[src/rtl/muldiv_seq_if.sv]
// Handshake bundle between the execute-stage control unit and the
// iterative RV32M multiply/divide sequencer.
interface muldiv_seq_if #(
    parameter int XLEN = 32
);
    logic            start;
    logic [2:0]      funct3;
    logic [XLEN-1:0] operand1;
    logic [XLEN-1:0] operand2;
    logic            kill;
    logic            busy;
    logic            done;
    logic [XLEN-1:0] result;

    modport master (
        output start, funct3, operand1, operand2, kill,
        input  busy, done, result
    );

    modport slave (
        input  start, funct3, operand1, operand2, kill,
        output busy, done, result
    );
endinterface

[src/rtl/muldiv_seq.sv]
// Iterative RV32M multiply/divide sequencer: 32-step shift-add multiply or
// restoring divide on operand magnitudes, followed by a sign-fix cycle.
// Divide-by-zero and signed overflow bypass the iteration entirely.
module muldiv_seq #(
    parameter int XLEN = 32
) (
    input logic         clk,
    input logic         rst_n,
    muldiv_seq_if.slave bus
);
    typedef enum logic [1:0] {
        S_IDLE,
        S_CALC,
        S_FIX,
        S_DONE
    } state_t;

    state_t            state;
    logic [2:0]        op_q;     // latched funct3
    logic              sign1_q;  // dividend/multiplicand was negative
    logic              neg_q;    // operand signs differ
    logic [XLEN-1:0]   mcand_q;  // multiplicand (mul) or divisor (div) magnitude
    logic [2*XLEN-1:0] acc_q;    // mul: {hi, multiplier/lo}; div: {rem, quot}
    logic [4:0]        cnt_q;
    logic              busy_q;
    logic              done_q;
    logic [XLEN-1:0]   result_q;

    // Request decode: operand signedness, magnitudes and fast-path detection
    logic            is_div_in;
    logic            sgn1_in;
    logic            sgn2_in;
    logic [XLEN-1:0] mag1_in;
    logic [XLEN-1:0] mag2_in;
    logic            div0_in;
    logic            ovf_in;
    logic [XLEN-1:0] fast_res_in;

    always_comb begin
        is_div_in = bus.funct3[2];
        sgn1_in   = 1'b0;
        sgn2_in   = 1'b0;
        case (bus.funct3)
            3'b000, 3'b001, 3'b100, 3'b110: begin
                sgn1_in = bus.operand1[XLEN-1];
                sgn2_in = bus.operand2[XLEN-1];
            end
            3'b010: begin
                sgn1_in = bus.operand1[XLEN-1];
            end
            default: begin
                sgn1_in = 1'b0;
                sgn2_in = 1'b0;
            end
        endcase
        mag1_in = sgn1_in ? ('0 - bus.operand1) : bus.operand1;
        mag2_in = sgn2_in ? ('0 - bus.operand2) : bus.operand2;

        div0_in = is_div_in && (bus.operand2 == '0);
        ovf_in  = is_div_in && !bus.funct3[0] &&
                  (bus.operand1 == {1'b1, {(XLEN-1){1'b0}}}) &&
                  (bus.operand2 == '1);

        // funct3[1] selects remainder over quotient for divide ops
        fast_res_in = '0;
        if (div0_in) begin
            fast_res_in = bus.funct3[1] ? bus.operand1 : '1;
        end else if (ovf_in) begin
            fast_res_in = bus.funct3[1] ? '0 : {1'b1, {(XLEN-1){1'b0}}};
        end
    end

    // One iteration of the multiply and divide datapaths, plus the sign fix
    logic [XLEN:0]     mul_sum;
    logic [2*XLEN-1:0] mul_next;
    logic [XLEN:0]     div_shift;
    logic [XLEN:0]     div_diff;
    logic [2*XLEN-1:0] div_next;
    logic [2*XLEN-1:0] prod_fix;
    logic [XLEN-1:0]   quot_fix;
    logic [XLEN-1:0]   rem_fix;
    logic [XLEN-1:0]   fix_res;

    always_comb begin
        mul_sum  = {1'b0, acc_q[2*XLEN-1:XLEN]} + {1'b0, mcand_q};
        mul_next = acc_q[0] ? {mul_sum, acc_q[XLEN-1:1]}
                            : {1'b0, acc_q[2*XLEN-1:1]};

        // remainder stays below the divisor, so the shifted value fits XLEN+1 bits
        div_shift = {acc_q[2*XLEN-1:XLEN], acc_q[XLEN-1]};
        div_diff  = div_shift - {1'b0, mcand_q};
        div_next  = div_diff[XLEN] ? {div_shift[XLEN-1:0], acc_q[XLEN-2:0], 1'b0}
                                   : {div_diff[XLEN-1:0],  acc_q[XLEN-2:0], 1'b1};

        prod_fix = neg_q   ? ('0 - acc_q) : acc_q;
        quot_fix = neg_q   ? ('0 - acc_q[XLEN-1:0]) : acc_q[XLEN-1:0];
        rem_fix  = sign1_q ? ('0 - acc_q[2*XLEN-1:XLEN]) : acc_q[2*XLEN-1:XLEN];

        if (op_q[2]) begin
            fix_res = op_q[1] ? rem_fix : quot_fix;
        end else begin
            fix_res = (op_q[1:0] == 2'b00) ? prod_fix[XLEN-1:0]
                                           : prod_fix[2*XLEN-1:XLEN];
        end
    end

    // Sequencer FSM with registered busy/done/result
    always_ff @(posedge clk or negedge rst_n) begin
        if (!rst_n) begin
            state    <= S_IDLE;
            op_q     <= '0;
            sign1_q  <= 1'b0;
            neg_q    <= 1'b0;
            mcand_q  <= '0;
            acc_q    <= '0;
            cnt_q    <= '0;
            busy_q   <= 1'b0;
            done_q   <= 1'b0;
            result_q <= '0;
        end else begin
            done_q <= 1'b0;
            case (state)
                S_IDLE: begin
                    if (bus.start && !bus.kill) begin
                        op_q    <= bus.funct3;
                        sign1_q <= sgn1_in;
                        neg_q   <= sgn1_in ^ sgn2_in;
                        cnt_q   <= '0;
                        busy_q  <= 1'b1;
                        if (is_div_in) begin
                            mcand_q <= mag2_in;
                            acc_q   <= {{XLEN{1'b0}}, mag1_in};
                        end else begin
                            mcand_q <= mag1_in;
                            acc_q   <= {{XLEN{1'b0}}, mag2_in};
                        end
                        if (div0_in || ovf_in) begin
                            result_q <= fast_res_in;
                            done_q   <= 1'b1;
                            state    <= S_DONE;
                        end else begin
                            state <= S_CALC;
                        end
                    end
                end
                S_CALC: begin
                    if (bus.kill) begin
                        busy_q <= 1'b0;
                        state  <= S_IDLE;
                    end else begin
                        acc_q <= op_q[2] ? div_next : mul_next;
                        cnt_q <= cnt_q + 5'd1;
                        if (cnt_q == 5'd31) begin
                            state <= S_FIX;
                        end
                    end
                end
                S_FIX: begin
                    if (bus.kill) begin
                        busy_q <= 1'b0;
                        state  <= S_IDLE;
                    end else begin
                        result_q <= fix_res;
                        done_q   <= 1'b1;
                        state    <= S_DONE;
                    end
                end
                S_DONE: begin
                    busy_q <= 1'b0;
                    state  <= S_IDLE;
                end
                default: begin
                    busy_q <= 1'b0;
                    state  <= S_IDLE;
                end
            endcase
        end
    end

    assign bus.busy   = busy_q;
    assign bus.done   = done_q;
    assign bus.result = result_q;
endmodule

[src/flat_wrapper.sv]
// flat-port wrapper written by rule: the top's interface ports become plain ports
module muldiv_seq_flat 
#(
    parameter int XLEN = 32
)
  (clk, rst_n, bus_start, bus_funct3, bus_operand1, bus_operand2, bus_kill, bus_busy, bus_done, bus_result);
  muldiv_seq_if #(.XLEN(XLEN)) bus_i ();
  input logic clk;
  input logic rst_n;
  input wire logic [$bits(bus_i.start)-1:0] bus_start;
  input wire logic [$bits(bus_i.funct3)-1:0] bus_funct3;
  input wire logic [$bits(bus_i.operand1)-1:0] bus_operand1;
  input wire logic [$bits(bus_i.operand2)-1:0] bus_operand2;
  input wire logic [$bits(bus_i.kill)-1:0] bus_kill;
  output wire logic [$bits(bus_i.busy)-1:0] bus_busy;
  output wire logic [$bits(bus_i.done)-1:0] bus_done;
  output wire logic [$bits(bus_i.result)-1:0] bus_result;
  assign bus_i.start = bus_start;
  assign bus_i.funct3 = bus_funct3;
  assign bus_i.operand1 = bus_operand1;
  assign bus_i.operand2 = bus_operand2;
  assign bus_i.kill = bus_kill;
  assign bus_busy = bus_i.busy;
  assign bus_done = bus_i.done;
  assign bus_result = bus_i.result;
  muldiv_seq #(.XLEN(XLEN)) u_core (.clk(clk), .rst_n(rst_n), .bus(bus_i));
endmodule
[config.mk]
export PLATFORM = sky130hd
export DESIGN_NAME = muldiv_seq_flat
export DESIGN_NICKNAME = d
export VERILOG_FILES = /design/src/rtl/muldiv_seq_if.sv /design/src/rtl/muldiv_seq.sv /design/src/flat_wrapper.sv
export SDC_FILE = /design/constraint.sdc
export NUM_CORES = 1
export LEC_CHECK = 0
export ABC_CLOCK_PERIOD_IN_PS = 7910
export CORE_UTILIZATION = 30
export DETAILED_ROUTE_END_ITERATION = 10
export HOLD_SLACK_MARGIN = 0.05
export PLACE_DENSITY = 0.43
export SETUP_SLACK_MARGIN = 0.02
export SLEW_MARGIN = 40
export SYNTH_ARGS = -nofsm -noshare
export SYNTH_HDL_FRONTEND = slang
export SYNTH_SLANG_ARGS = --single-unit
[constraint.sdc]
create_clock -name clk -period 7.91 [get_ports clk]
set_clock_uncertainty 0.05 [all_clocks]
set_input_delay 2.373 -clock clk [delete_from_list [all_inputs] [get_ports clk]]
set_output_delay 2.373 -clock clk [all_outputs]
set_load 0.01 [all_outputs]
==> results of run 1 <==
layer usage:
layer / track usage / up-vias
met5: 0 / -
met4: 0.0868 / 0
met3: 0.0473 / 91
met2: 0.403 / 618
met1: 0.370 / 7805
li1: - / 7597
power groups by stage:
stage | sequential, mW | combinational (mW) | clock [mW]
after floorplan | 1.31 | 3.94 | 0
after global placement | 1.62 | 5.46 | 0
after detailed placement | 1.62 | 5.46 | 0
after CTS | 1.61 | 5.50 | 0.887
after global routing | 1.66 | 6.09 | 0.910
final | 1.62 | 5.56 | 0.868
final timing paths:
kind / startpoint / endpoint
worst min-delay path: u_core.neg_q / u_core.neg_q
worst min register to register: u_core.neg_q / u_core.neg_q
min in group asynchronous: rst_n / u_core.cnt_q[2]
max in group asynchronous: rst_n / u_core.op_q[2]
worst max-delay path: bus_operand1[17] / u_core.bus.result[12]
worst max register to register: u_core.acc_q[0] / u_core.bus.result[12]
worst reg2reg max path, stage by stage, from the launching register on:
cell      delay (ns)
dfrtp_1         0.75
buf_4           0.45
clkinv_1        0.76
ha_1            0.54
nand2b_1        0.18
or3_1           0.33
nor2_1          0.12
nand4_1         0.31
o21ai_0         0.16
xnor2_1         0.18
a222oi_1        0.37
o21ai_0         0.17
mux2_2          0.29
cell usage after synthesis, drive strengths merged (28+ instances only):
library cell / n / area share
o21ai: 220 / 0.072
dfrtp: 142 / 0.23
nand2: 225 / 0.055
nor2: 183 / 0.045
xnor2: 114 / 0.065
a211oi: 31 / 0.015
nand3: 48 / 0.016
a31oi: 34 / 0.014
mux2i: 33 / 0.021
buf: 28 / 0.0084
mux2: 33 / 0.024
xor2: 81 / 0.046
nor3: 37 / 0.012
a21o: 37 / 0.018
a21oi: 179 / 0.058
inv: 70 / 0.017
clkbuf: 125 / 0.030
o211ai: 35 / 0.017
ha: 74 / 0.060
kinds of logic after synthesis:
| logic type | Yosys count |
|---|---|
| AOI/OAI and AO/OA | 702 |
| buffers and inverters | 225 |
| muxes | 66 |
| DFF | 142 |
| xor gates and xnor gates | 195 |
| adders and majority gates | 76 |
| and+or+nand+nor | 674 |
cell type report:
cell class | count | share of cell area
Multi-Input combinational cell | 1713 | 0.628
Sequential cell | 142 | 0.202
Timing Repair Buffer | 136 | 0.0730
Tap cell | 672 | 0.0478
Clock buffer | 20 | 0.0254
Inverter | 72 | 0.0154
Clock inverter | 11 | 0.00804
registers in the layout (all words and copies together), names as in the netlist, 2 cells and up:
| signal | count |
|---|---|
| u_core.bus.result | 32 |
| u_core.mcand_q | 32 |
| u_core.cnt_q | 5 |
| u_core.state | 2 |
| u_core.acc_q | 64 |
| u_core.op_q | 3 |
per-stage QoR:
stage / worst slack, ns / instance area [µm²] / std cells
floorplan: 3.04 / 15400 / 2080
detailed placement: 1.82 / 17000 / 2735
CTS: 2.34 / 17600 / 2766
global placement: 1.89 / 17000 / 2735
finish: 2.20 / 17600 / 2766
global route: 2.03 / 17600 / 2766
==> metrics.md, run 1 <==
| Metric | Value |
|---|---|
| Status | `completed` |
| Initial Utilization | `0.306` |
| Leak | `slightly above 7 nW` |
| Post-synthesis adder-cell area fraction | `0.0626` |
| Clock Latency Late Sink | `0.49 ns` |
| Critical path class | `input pin to flop` |
| # DRC | `0` |
| Avg WL per Cell | `~25 µm` |
| Hold Fails Final Rpt | `0` |
| Period utilisation layout | `0.722` |
| Number of global-route vias before repair | `between 15000 and 20000` |
| Final setup violation count | `0` |
| Hold buffer count at CTS | `0` |
| WL met2 | `just over 30000 µm` |
| Register area | `roughly 3600 µm²` |
| Total CTS buffers | `17` |
| Sequential area share after synthesis | `0.230` |
| Total wire length | `68900 µm` |
| Post-route antenna net violation count | `0` |
| Synth warnings | `0` |
| Via density per instance | `between 5 and 6` |
| Boundary pin count | `between 100 and 150` |
| Worst EP arrival | `between 6 and 7 ns` |
| Max Fanout on Critical Path | `53` |
| P_int | `between 3 and 4 mW` |
| DP Wirelength | `approximately 54000 µm` |
| Number of antenna violations at the first check in global routing | `0` |
| Delay of the slowest critical-path stage | `0.61 ns` |
| Nets | `approximately 2200` |
| Slew @ Worst Pin | `~0.83 ns` |
| Post-CTS setup buffers | `0` |
| Slew HR | `0.445` |
| Sequential Power Share | `0.201` |
| CP Depth | `10` |
| Post-synth EDFFs | `0` |
| H-tree levels | `4` |
| Unrepaired setup endpoints after global routing | `no` |
| Critical Path RT | `around 8 ns` |
| Die footprint | `52300 µm²` |
| Fmax | `roughly 180 MHz` |
| Top_reg_cell synth | `dfrtp_1` |
| Gr ovfl total | `0` |
| Proportion of layout cells with a drive suffix above 1 | `0.0640` |
| Clock Root Buffer | `clkbuf_16` |
| Top Metal Used | `met4` |
| GR Util All Layers | `0.263` |
| Logic pwr share | `0.691` |
| Post-synthesis compound-gate area fraction | `0.288` |
| Leading cell type in the layout, fill and taps excluded | `nand2_1` |
| DRT Pass-1 Iters | `6` |
| Switching Fraction | `0.544` |
| Switch Pwr | `roughly 4.4 mW` |
| Port Buffers | `roughly 100` |
| Largest family of logic cells by synthesized area | `compound AO/OA/AOI/OAI gates` |
| Diode count | `0` |
| Cell family with most CP delay | `simple AND/OR/NAND/NOR gates` |
| Period minus WS final | `between 5 and 6 ns` |
| Worst-path cell chain | `clkdlybuf4s50_1 -> or4_4 -> nor4_2 -> nand4bb_1 -> or3_1 -> o32ai_1 -> nand2_1 -> o21ai_4 -> buf_4 -> mux2_2` |
| Worst path slowest cell | `or4_4` |
| VDD IR-drop max | `roughly 0.00026 V` |
| Rows | `between 80 and 90` |
| DR WL met3 | `between 4000 and 5000 µm` |
| Cell count after synthesis | `about 2100` |
| Vias | `~16000` |
| Hold path depth | `2` |
| Mux cell area share after synthesis | `0.0455` |
| CP Capture Type | `flop` |
| Chip height | `229 µm` |
| Simple-gate share of the synthesized area | `0.207` |
| Worst hold path type | `flop to flop` |
| CORE AREA | `50500 µm²` |
| Worst r2r path cells | `12` |
| Final setup TNS | `0 ns` |
| Pwr per Cell Area | `around 460 nW/µm²` |
| Startpoint Class | `input pin` |
| Clk pwr share | `0.108` |
| Cell area after synthesis | `~15000 µm²` |
| Syn_area_per_cell | `7.42 µm²` |
| Final Power | `8.05 mW` |
| Layout fillers | `5455` |
| Most frequent cells in the layout | `nand2_1 (224), o21ai_0 (215), nor2_1 (179), a21oi_1 (179), dfrtp_1 (140)` |
| CTS sink cnt | `around 140` |
| Buffers and inverters on the worst path | `2` |
| Layout area overhead | `14.0%` |
| Reg2reg setup slack | `approximately 3.2 ns` |
| Final design utilization | `0.348` |
| Slew Limit Fails | `0` |
| Largest net degree at the start of global routing | `88` |
| FF+latch count, synth | `142` |
| GPL Wtd Cong | `0.919` |
| First-pass GRT wire length | `around 100000 µm` |
| Post-CTS sizing | `0` |
| Die X | `between 200 and 250 µm` |
| Max Cap Viol | `0` |
| Initial drt markers | `approximately 1400` |
| Clk slew on worst S/H paths | `0.06 ns` |
| Hold Slack | `between 0.4 and 0.5 ns` |
| Asr flop ratio synth | `1.00` |
| XOR/XNOR Fraction of Synth Area | `0.111` |
| Post-synth cell types | `82` |
| CTS tree | `yes` |
| Post-Syn Nets | `2227` |
| Met1 WL | `about 32000 µm` |
| Area of the multi-input gates | `between 10000 and 15000 µm²` |
| Longest Clk Path Bufs | `2` |
Power figures use the tool's default switching activity.
==> inputs of run 2 (changes only) <==
--- a/config.mk
+++ b/config.mk
@@ -5,7 +5,7 @@
 export SDC_FILE = /design/constraint.sdc
 export NUM_CORES = 1
 export LEC_CHECK = 0
-export ABC_CLOCK_PERIOD_IN_PS = 7910
+export ABC_CLOCK_PERIOD_IN_PS = 5760
 export CORE_UTILIZATION = 30
 export DETAILED_ROUTE_END_ITERATION = 10
 export HOLD_SLACK_MARGIN = 0.05
==> constraint.sdc (replaced) <==
create_clock -name clk -period 5.76 [get_ports clk]
set_clock_uncertainty 0.05 [all_clocks]
set_input_delay 1.728 -clock clk [delete_from_list [all_inputs] [get_ports clk]]
set_output_delay 1.728 -clock clk [all_outputs]
set_load 0.01 [all_outputs]
==> run 2 against run 1 <==
Wire length grew 2.5%. Power is 40% higher. Critical path type unchanged. Sequential power increased by 37%. Worst hold slack better by 0.00086 ns. Largest power group unchanged. First-iteration DRC count rose by 20%. Design area grew 1.5%. Highest routed layer unchanged. Critical path depth unchanged. Die area unchanged. Via count grew 0.94%. Non-clock buffer count up 20. Sequential share of layout area shrank 0.30 points. Register-to-register slack worse by 2.1 ns.
==> metrics.md, run 2 (synthesis results as in run 1) <==
| Metric | Value |
|---|---|
| Status | `completed` |
| Slew HR | `0.348 (-0.0972)` |
| Unrepaired setup endpoints after global routing | `no` |
| Layout area overhead | `15.8%` |
| Max Fanout on Critical Path | `24 (-55%)` |
| # DRC | `0 (unchanged)` |
| Hold_sp | `u_core.neg_q` |
| Hold buffer count at CTS | `0 (unchanged)` |
| Proportion of layout cells with a drive suffix above 1 | `0.0738 (+0.00980)` |
| Via density per instance | `5.84 (+0.22%)` |
| Post-route antenna net violation count | `0 (unchanged)` |
| GPL Wtd Cong | `0.916 (-0.36%)` |
| Nets | `2249 (+0.90%)` |
| Total wire length | `70700 µm (+2.5%)` |
| Avg WL per Cell | `25.4 µm (+1.8%)` |
| Pwr per Cell Area | `632 nW/µm² (+38%)` |
| Post-CTS sizing | `0 (unchanged)` |
| GR Util All Layers | `0.270 (+0.00672)` |
| Boundary pin count | `105 (unchanged)` |
| Reg2reg setup slack | `1.06 ns (-2.09 ns)` |
| DP Worst Slack | `0.460 ns (-1.36 ns)` |
| RR Startpoint | `u_core.acc_q[40]` |
| Period minus WS final | `between 4 and 5 ns` |
| Period utilisation layout | `0.847` |
| Clock Latency Late Sink | `0.48 ns (about the same)` |
| Vias | `16300 (+0.94%)` |
| Clock Root Buffer | `clkbuf_16` |
| Switch Pwr | `6.07 mW (+39%)` |
| Slew Limit Fails | `0 (unchanged)` |
| CP Capture Type | `flop` |
| Hold Fails Final Rpt | `0 (unchanged)` |
| Largest net degree at the start of global routing | `98 (+11%)` |
| Worst EP arrival | `5.23 ns (-0.80 ns)` |
| DP Wirelength | `55500 µm (+2.9%)` |
| Die footprint | `52300 µm² (unchanged)` |
| Final setup violation count | `0 (unchanged)` |
| Critical Path RT | `6.11 ns (-2.12 ns)` |
| Clk pwr share | `0.115 (+0.007)` |
| CORE AREA | `50500 µm² (unchanged)` |
| Leading cell type in the layout, fill and taps excluded | `nand2_1` |
| Total CTS buffers | `17 (unchanged)` |
| DRT Pass-1 Iters | `5 (-1)` |
| Startpoint Class | `input pin` |
| Number of antenna violations at the first check in global routing | `1 (+1)` |
| Max FFs per register | `64 (unchanged)` |
| Hold path endpoint | `u_core.neg_q` |
| Clk slew on worst S/H paths | `0.06 ns (about the same)` |
| VDD IR-drop max | `0.000405 V (+56%)` |
| Number of global-route vias before repair | `15400 (+1.8%)` |
| Gr ovfl total | `0 (unchanged)` |
| Non-Filler Instances | `2786 (+0.72%)` |
| Worst r2r dst | `u_core.acc_q[53]` |
| Worst setup margin | `0.883 ns (-1.32 ns)` |
| Final setup TNS | `0 ns (unchanged)` |
| CTS sink cnt | `142 (unchanged)` |
| Worst r2r path cells | `10 (-2)` |
| First-pass GRT wire length | `105000 µm (+2.4%)` |
| Critical path class | `input pin to flop` |
| Chip height | `229 µm (unchanged)` |
| Fmax | `about 210 MHz` |
| Leak | `7.22 nW (+2.1%)` |
| Logic pwr share | `0.688 (-0.003)` |
| Rows | `82 (unchanged)` |
| Hold path depth | `2 (unchanged)` |
| Longest Clk Path Bufs | `2 (unchanged)` |
| Post-CTS setup buffers | `0 (unchanged)` |
| Slew @ Worst Pin | `0.972 ns (+0.144 ns)` |
| Most frequent cells in the layout | `nand2_1 (225), o21ai_0 (212), nor2_1 (179), a21oi_1 (179), dfrtp_1 (139)` |
| H-tree levels | `4 (unchanged)` |
| Die X | `229 µm (unchanged)` |
| Initial drt markers | `1658 (+20%)` |
| CTS tree | `yes` |
| Placed insts | `2753 (+0.66%)` |
| Initial Utilization | `0.306 (unchanged)` |
| Sequential Power Share | `0.197 (-0.004)` |
| Switching Fraction | `0.538 (-0.00576)` |
| Largest register by flop count | `u_core.acc_q` |
| Diode count | `0 (unchanged)` |
| Max Cap Viol | `0 (unchanged)` |
| Hold Slack | `0.438 ns (+0.000865 ns)` |
| P_int | `5.21 mW (+42%)` |
| Port Buffers | `104 (unchanged)` |
| Worst hold path type | `flop to flop` |
[run 2: cell count changes in the layout (fill, tap and decap cells not counted), sizes merged]
cell | before | now
clkbuf | 20 | 21
bufinv | 3 | 5
clkinv | 7 | 5
clkinvlp | 3 | 2
buf | 34 | 54
[run 2: area by class of cell]
type	instances	area, µm²
Fill cell	5426	32600
Multi-Input combinational cell	1713	11100
Sequential cell	142	3560
Timing Repair Buffer	156	1480
Tap cell	672	841
Clock buffer	21	470
Inverter	72	270
Clock inverter	10	184
[run 2: critical path, stage by stage]
cell	delay, ns
clkdlybuf4s50_1	0.51
inv_1	0.10
ha_1	0.23
or3b_2	0.47
nor4_2	0.39
nand3_1	0.38
nor3_2	0.47
buf_4	0.35
o21ai_0	0.30
a41oi_1	0.30
[run 2: stage by stage]
stage                     area [µm²]  total power, mW  utilization
after global routing           17900             12.1        0.354
after detailed placement       17200             9.85        0.340
after floorplan                15400             7.20            -
after CTS                      17800             11.2        0.353
after global placement         17100             9.83        0.340
final                          17900             11.3        0.354
[run 2: routing by layer]
layer / wire length, µm / global-route usage / vias up
li1: - / - / 7623
met1: 33500 / 0.381 / 8017
met2: 31400 / 0.417 / 545
met3: 3890 / 0.0463 / 78
met4: 1820 / 0.0791 / 0
met5: 0 / 0 / -
[run 2: how the worst max path moves through the flow]
stage / slack, ns / to / from / depth (start not counted)
CTS: 0.97 / u_core.bus.result[17] / bus_operand2[0] / 10
finish: 0.88 / u_core.bus.result[17] / bus_operand2[0] / 10
global route: 0.69 / u_core.bus.result[17] / bus_operand2[0] / 10
global placement: 0.45 / u_core.bus.result[17] / bus_operand2[0] / 10
detailed placement: 0.46 / u_core.bus.result[17] / bus_operand2[0] / 10
floorplan: 1.53 / u_core.bus.result[14] / bus_operand1[16] / 10
[run 2: power by group through the flow]
stage	Clock, mW	Sequential (mW)	Combinational [mW]
after global routing	1.36	2.29	8.48
final	1.30	2.22	7.76
after CTS	1.33	2.21	7.68
after detailed placement	0	2.23	7.63
after global placement	0	2.22	7.61
after floorplan	0	1.79	5.41
==> inputs of run 3 (changes only) <==
--- a/config.mk
+++ b/config.mk
@@ -5,11 +5,11 @@
 export SDC_FILE = /design/constraint.sdc
 export NUM_CORES = 1
 export LEC_CHECK = 0
-export ABC_CLOCK_PERIOD_IN_PS = 5760
+export ABC_CLOCK_PERIOD_IN_PS = 4300
 export CORE_UTILIZATION = 30
 export DETAILED_ROUTE_END_ITERATION = 10
 export HOLD_SLACK_MARGIN = 0.05
-export PLACE_DENSITY = 0.43
+export PLACE_DENSITY = 0.45
 export SETUP_SLACK_MARGIN = 0.02
 export SLEW_MARGIN = 40
 export SYNTH_ARGS = -nofsm -noshare
==> constraint.sdc (replaced) <==
create_clock -name clk -period 4.3 [get_ports clk]
set_clock_uncertainty 0.05 [all_clocks]
set_input_delay 1.29 -clock clk [delete_from_list [all_inputs] [get_ports clk]]
set_output_delay 1.29 -clock clk [all_outputs]
set_load 0.01 [all_outputs]
==> run 3 against run 2 <==
Utilization increased by 2.0 points. Clock power increased by 18%. Sequential share of layout area decreased by 1.1 points. Largest power group unchanged. Global-route usage increased by 0.085 points. Power increased by 35%. Worst hold slack improved by 0.011 ns. Combinational power increased by 39%. Setup slack got worse by 0.67 ns. Register-to-register slack got worse by 0.65 ns. Largest cell class unchanged. Via count increased by 2.7%.
==> metrics.md, run 3 (synthesis results as in run 1) <==
| Metric | Value |
|---|---|
| Status | `completed` |
| CTS sink cnt | `142 (unchanged)` |
| Pwr per Cell Area | `809 nW/µm² (+28%)` |
| DP Wirelength | `56400 µm (+1.5%)` |
| Worst setup margin | `0.216 ns (-0.668 ns)` |
| Hold Slack | `0.449 ns (+0.0114 ns)` |
| Slew @ Worst Pin | `0.895 ns (-0.0767 ns)` |
| Startpoint Class | `input pin` |
| Most frequent cells in the layout | `nand2_1 (225), o21ai_0 (214), buf_4 (196)` |
| Max Fanout on Critical Path | `19 (-21%)` |
| Via density per instance | `5.69 (-2.6%)` |
| Clock Root Buffer | `clkbuf_16` |
| Proportion of layout cells with a drive suffix above 1 | `0.133 (+0.0597)` |
| Avg WL per Cell | `24.1 µm (-4.8%)` |
| GR Util All Layers | `0.271 (+0.000852)` |
| Leak | `7.89 nW (+9.3%)` |
| VDD IR-drop max | `0.000529 V (+31%)` |
| Port Buffers | `104 (unchanged)` |
| Leading cell type in the layout, fill and taps excluded | `nand2_1` |
| Slew HR | `0.398 (+0.0500)` |
| H-tree levels | `4 (unchanged)` |
| Critical Path RT | `4.65 ns (-1.46 ns)` |
| Layout fillers | `5423 (-0.055%)` |
| Number of global-route vias before repair | `16100 (+4.0%)` |
| Non-Filler Instances | `2936 (+5.4%)` |
| Largest net degree at the start of global routing | `94 (-4.1%)` |
| Period minus WS final | `~4.1 ns` |
| Worst hold path type | `flop to flop` |
| Layout area overhead | `22.3%` |
| Longest Clk Path Bufs | `2 (unchanged)` |
| Number of antenna violations at the first check in global routing | `2 (+1)` |
| Die footprint | `52300 µm² (unchanged)` |
| GPL Wtd Cong | `0.951 (+3.8%)` |
| CORE AREA | `50500 µm² (unchanged)` |
| Clock Latency Late Sink | `0.50 ns (+0.02 ns)` |
| Boundary pin count | `105 (unchanged)` |
| Total CTS buffers | `17 (unchanged)` |
| Chip height | `229 µm (unchanged)` |
| Post-route antenna net violation count | `0 (unchanged)` |
| Critical path class | `input pin to flop` |
| Clk slew on worst S/H paths | `0.07 ns (about the same)` |
| Dpl cell area | `18300 µm² (+6.6%)` |
| Die X | `229 µm (unchanged)` |
| Max Cap Viol | `0 (unchanged)` |
| DRT Pass-1 Iters | `5 (unchanged)` |
| Initial Utilization | `0.306 (unchanged)` |
| Slew Limit Fails | `0 (unchanged)` |
| Post-route design area | `18900 µm² (+5.7%)` |
| Worst EP arrival | `4.44 ns (-0.79 ns)` |
| Max FFs per register | `64 (unchanged)` |
| Vias | `16700 (+2.7%)` |
| DP Worst Slack | `-0.334 ns (-0.793 ns)` |
| Largest register by flop count | `u_core.acc_q` |
| Unrepaired setup endpoints after global routing | `no` |
| Final design utilization | `0.374 (+0.0201)` |
| Register area | `3560 µm² (about the same)` |
| CP Capture Type | `flop` |
| Worst-path cell chain | `clkdlybuf4s50_1 -> or4_4 -> nor4_2 -> nand4bb_1 -> or3_1 -> o32ai_2 -> nand2_1 -> buf_4 -> o21ai_4 -> buf_4 -> nor2_1 -> a41oi_1` |
| Cell mode on critical path | `buf_4` |
| Total wire length | `70900 µm (+0.33%)` |
| Delay of the slowest critical-path stage | `0.55 ns (+0.04 ns)` |
| Post-CTS setup buffers | `0 (unchanged)` |
| Gr ovfl total | `0 (unchanged)` |
| Area of the multi-input gates | `11000 µm² (about the same)` |
| Worst path slowest cell | `or4_4` |
| Nets | `2397 (+6.6%)` |
| Initial drt markers | `1373 (-17%)` |
| Final setup violation count | `0 (unchanged)` |
| Rows | `82 (unchanged)` |
| # DRC | `0 (unchanged)` |
| Hold buffer count at CTS | `0 (unchanged)` |
| Fmax | `between 200 and 250 MHz` |
| Placed insts | `2903 (+5.4%)` |
| Hold Fails Final Rpt | `0 (unchanged)` |
| Period utilisation layout | `0.950` |
| First-pass GRT wire length | `106000 µm (+0.59%)` |
| CTS tree | `yes` |
run 3: critical path: cells and delay by family:
| kind | cells | cell delay (ns) |
|---|---|---|
| simple gates | 6 | 1.66 |
| buf+inv | 3 | 0.87 |
| compound gates | 3 | 0.62 |
run 3: worst paths after layout:
check	endpoint	start	slack, ns	cells past startpoint
setup / recovery	u_core.bus.result[17]	bus_operand1[16]	0.22	12
hold / removal	u_core.bus.result[28]	u_core.bus.result[28]	0.45	2
setup reg to reg	u_core.bus.result[19]	u_core.acc_q[38]	0.41	9
hold reg to reg	u_core.bus.result[28]	u_core.bus.result[28]	0.45	2
max in group asynchronous	u_core.bus.result[26]	rst_n	2.58	2
min in group asynchronous	u_core.bus.busy	rst_n	0.69	1
run 3: layer usage:
layer,vias up,track usage,part of all wire
li1,7905,-,-
met4,0,0.108,0.036
met5,-,0,0
met3,92,0.0369,0.062
met1,8072,0.380,0.46
met2,629,0.415,0.44
run 3: power by group:
part | leakage [nW] | switching (mW) | internal, mW
logic | 5.84 | 6.52 | 4.33
clock network | 0.267 | 0.704 | 0.839
registers | 1.78 | 0.957 | 1.91
run 3: stage by stage:
step,power (mW),setup TNS (ns)
finish,15.3,0
global route,16.4,0
CTS,15.2,0
floorplan,9.65,0
global placement,13.5,-5.75
detailed placement,13.5,-7.39
run 3: area by class of cell:
cell class / count / share of cell area
Tap cell: 672 / 0.0446
Clock buffer: 20 / 0.0247
Inverter: 72 / 0.0143
Multi-Input combinational cell: 1713 / 0.585
Antenna cell: 1 / 0.000133
Sequential cell: 142 / 0.188
Clock inverter: 12 / 0.00590
Timing Repair Buffer: 304 / 0.137
run 3: timing repair:
item	in CTS	in global routing
hold endpoints to repair	0	0
resized for setup	0	1
setup endpoints to repair	0	4
